**src/rtl/mux_scan_serializer.sv**
```systemverilog
// Serialiser for an 8:1 mux stage: latches a word, steps the select 0..7 LSB-first.
// Optional even-parity bit after bit 7 when PARITY_EN is defined.
module mux_scan_serializer #(
    parameter int BIT_CYCLES = 1,
    parameter int CNT_W      = 8
) (
    input  logic       clk,
    input  logic       rst,
    input  logic [7:0] i,
    input  logic       i_valid,
    output logic       i_ready,
    output logic [2:0] s,
    output logic       o,
    output logic       o_valid,
    output logic       o_par,
    output logic       busy,
    output logic       done,
    output logic [1:0] state_dbg
);
    // Handshake: a word is taken on a rising edge where i_valid && i_ready;
    // i_ready is high only in IDLE, and i/i_valid are ignored otherwise.

    typedef enum logic [1:0] {
        IDLE   = 2'd0,
        SHIFT  = 2'd1,
        PARITY = 2'd2
    } state_t;

    localparam logic [CNT_W-1:0] LAST = CNT_W'(BIT_CYCLES - 1);

    state_t           state, state_nx;
    logic [7:0]       data_reg, data_nx;
    logic [2:0]       s_nx;
    logic [CNT_W-1:0] cnt, cnt_nx;
    logic             done_nx;

    always_ff @(posedge clk or posedge rst) begin
        if (rst) begin
            state    <= IDLE;
            data_reg <= 8'd0;
            s        <= 3'd0;
            cnt      <= '0;
            done     <= 1'b0;
        end else begin
            state    <= state_nx;
            data_reg <= data_nx;
            s        <= s_nx;
            cnt      <= cnt_nx;
            done     <= done_nx;
        end
    end

    always_comb begin
        state_nx = state;
        data_nx  = data_reg;
        s_nx     = s;
        cnt_nx   = cnt;
        done_nx  = 1'b0;
        case (state)
            IDLE: begin
                if (i_valid) begin
                    data_nx  = i;
                    s_nx     = 3'd0;
                    cnt_nx   = '0;
                    state_nx = SHIFT;
                end
            end
            SHIFT: begin
                if (cnt == LAST) begin
                    cnt_nx = '0;
                    if (s == 3'd7) begin
`ifdef PARITY_EN
                        // select stays at 7 while the parity bit is on o
                        state_nx = PARITY;
`else
                        s_nx     = 3'd0;
                        state_nx = IDLE;
                        done_nx  = 1'b1;
`endif
                    end else begin
                        s_nx = s + 3'd1;
                    end
                end else begin
                    cnt_nx = cnt + 1'b1;
                end
            end
`ifdef PARITY_EN
            PARITY: begin
                if (cnt == LAST) begin
                    cnt_nx   = '0;
                    s_nx     = 3'd0;
                    state_nx = IDLE;
                    done_nx  = 1'b1;
                end else begin
                    cnt_nx = cnt + 1'b1;
                end
            end
`endif
            default: begin
                state_nx = IDLE;
                s_nx     = 3'd0;
                cnt_nx   = '0;
            end
        endcase
    end

    // All outputs below depend only on registered state.
    always_comb begin
        i_ready = (state == IDLE);
        busy    = (state != IDLE);
        o_valid = (state == SHIFT) || (state == PARITY);
        o       = 1'b0;
        if (state == SHIFT)
            o = data_reg[s];
        else if (state == PARITY)
            o = ^data_reg;
    end

`ifdef PARITY_EN
    assign o_par = (state == PARITY);
`else
    assign o_par = 1'b0;
`endif

    assign state_dbg = state;

endmodule

```
**config.mk**
```make
export PLATFORM = sky130hd
export DESIGN_NAME = mux_scan_serializer
export DESIGN_NICKNAME = d
export VERILOG_FILES = /design/src/rtl/mux_scan_serializer.sv
export SDC_FILE = /design/constraint.sdc
export NUM_CORES = 1
export LEC_CHECK = 0
export CORE_MARGIN = 2
export CORE_UTILIZATION = 53
export DETAILED_ROUTE_END_ITERATION = 8
export PLACE_DENSITY_LB_ADDON = 0.2
export SETUP_SLACK_MARGIN = 0.3
export SLEW_MARGIN = 20
export SYNTH_ARGS = -nofsm -noshare
export SYNTH_HDL_FRONTEND = slang
export SYNTH_SLANG_ARGS = --single-unit
```
**constraint.sdc**
```tcl
create_clock -name clk -period 3.3 [get_ports clk]
set_clock_uncertainty 0.2 [all_clocks]
set_input_delay 0.33 -clock clk [delete_from_list [all_inputs] [get_ports clk]]
set_output_delay 0.33 -clock clk [all_outputs]
set_load 0.01 [all_outputs]
```
==> results.ini <==
[critical_path]
max_stage_delay_ns=0.54
critPathArrivalTime_ns=1.99
crit_chain=mux4_2 > mux2i_1 > nor2_1 > clkdlybuf4s50_1
crit_required_ns=2.77
critical_path_class=flop to primary output
critical_path_s_slowest_cell=mux4_2
critical_path.max_fanout=6
setup.worst_path.start_class=flop
endpoint_kind=primary output

[synth]
ys_types=32
syn-mean-instance-area_sq_um=11.42
synth_top_cells_by_area=dfrtp_1 48%, mux2_2 9.3%, ha_1 4.6%
synth_area_sq_mm=0.001085
synth_enable_flop_cells=0
yosysTopAreaCell=dfrtp_1
synthesis.yosys.warnings=0
synth_top_area_share=0.4844
synthesis.instances=95
synth.most_common_cell=dfrtp_1
yosysSeqAreaShare=0.4844
synth-async-reset-ratio=1.000
ys_top_cells_by_count=21 x dfrtp_1, 9 x mux2_2, 6 x nand2_1, 6 x o21ai_0, 5 x inv_1
dominantRegCellSynth=dfrtp_1
synth.ff_latch_count=21

[clock_tree]
clkTransAtPathRegs_ns=0.12
cts_sinks=21
post_cts_setup_repair_buffer_count=0
number_of_gates_resized_after_cts=0
cts_hold_buf=0
clock_tree.buffer_depth=2
cts_htree_levels=1
clk_root_buffer_cell=clkbuf_4
clk_lat_worst_skew_ns=0.30
cts_inserted_buffers=3
cts_tree=done

[global_route]
grt_overflow=0
grt_start_max_net_pins=22
antenna_found_initial=0
grt_first_pass_wirelength_um=3291
via_count_of_the_first_global_routing_pass=754
grt_use_total=0.1770

[timing]
hold_vio_cnt_final=0
setup_violations=0
drv_slew=0
maxSlewHeadroom=0.4754
layout_worst_path_cycle_share=0.7628
rsz0062_at_grt=false
finalWorstSetupSlack_ns=0.7828
tns_ns=0
timing.fmax_mhz=397.3
worst_slew_pin_slew_ns=0.7860
finalWorstPathRequiredPeriod_ns=2.517

[cells_and_area]
final_design_area_no_fill_sq_mm=0.001294
final_core_util=0.6662
filler_cell_count=165
num-nets-final=129
syn_to_final_growth_pct=19.26
layout.cells.non_filler=140
antenna_cells_inserted=0
layout-drive-gt1-share=0.1681

[drt]
detailroute.wirelength.met2_um=896
vias_per_cell=5.364
detail_route.drc_violations=0
maxUsedRoutingLayer=met4
dr.pass1.iters=4
detail_route.iter0.violations=6
antenna_violating_nets_post_route=0
wl_per_cell_um=13.21
wl_met1_um=855
dr_wl_met3_um=70
wirelength_um=1849
via_count=751

[place]
post-place-cells=136
dp_worst_setup_slack_ns=1.114
post_dp_cell_area_sq_mm=0.001266
post-dp-hpwl_um=1426
routabilityCongestion=0.8415
portBuffers=19

[worst_hold_path]
hp-class=input port to asynchronous set/reset pin

[power_and_ir_drop]
p_leak_uw=0.0005818
ir_worst_vdd_mv=0.3781
p_per_area_mw_per_mm2=709.0

[floorplanning]
start_util=0.5586
floorplan.die.height_um=49.24
die-area_sq_mm=0.002425
coreArea_sq_mm=0.001942
floorplan.rows=16
floorplan.die.width_um=49.24
io-pin-count=22

[job]
maxCapViolCount=0

[status]
status=completed

-- layout by cell type, fill, tap and decap left out, types with 3 or more instances in the layout --
master / instances
dfrtp_1: 21
and3_1: 3
clkdlybuf4s50_1: 19
ha_1: 4
nand3_1: 3
nor2_1: 3
nand2_1: 6
clkbuf_4: 3
a21oi_1: 4
mux2i_1: 3
mux2_2: 9
inv_1: 5
o21ai_0: 6
-- power breakdown --
| part | switching [uW] | internal, uW |
|---|---|---|
| clock | 78.6 | 45.2 |
| sequential | 110 | 346 |
| combinational | 133 | 205 |
-- cell families after synthesis --
group           count (synthesis)  share of synthesized area
fa+ha+maj                       4                    0.04614
compound gates                 17                    0.09228
buf+inv                        11                    0.05997
flops                          21                     0.4844
xor+xnor                        1                   0.008075
other cells                     1                   0.003457
simple gates                   26                     0.1430
mux                            14                     0.1626
-- worst paths after layout --
path	cells past startpoint	endpoint	start	slack (ns)
max	4	o	s[0]$_DFFE_PP0P_	0.78
min	2	cnt[6]$_DFFE_PP0P_	rst	0.26
max reg2reg	6	cnt[3]$_DFFE_PP0P_	cnt[0]$_DFFE_PP0P_	1.43
min reg2reg	1	data_reg[3]$_DFFE_PP0P_	data_reg[3]$_DFFE_PP0P_	0.32
max in group asynchronous	2	cnt[2]$_DFFE_PP0P_	rst	2.16
min in group clk	1	data_reg[3]$_DFFE_PP0P_	data_reg[3]$_DFFE_PP0P_	0.32
-- critical path: cells and delay by family (launching register included) --
family        cells  cell delay [ns]
buf+inv           1             0.48
flops             1             0.48
mux               2             0.68
simple gates      1             0.05
-- final cells by class --
type                    instances  area, sq um  share of cell area
clock buffers                   3        22.52             0.01741
clock inverters                 1        5.005            0.003868
inverters                       5        18.77             0.01451
multi-input cells              64        498.0              0.3849
flip-flops and latches         21        525.5              0.4062
well taps                      27        33.78             0.02611
repair buffers                 19        190.2              0.1470
-- per-layer routing --
metal	global-route usage	vias to the layer above
met5	0	-
met2	0.2950	16
li1	-	372
met1	0.2249	359
met4	0.07143	0
met3	0.03374	4
-- per-stage QoR --
step                      hold WS, ns  power (uW)
final                          0.2560       917.3
after detailed placement       0.2957       802.5
after global placement         0.2846       786.2
after floorplan                0.1065       682.1
after CTS                      0.2838       927.7
after global routing           0.3126        1006
No activity file was read; power rests on OpenSTA's default activity.
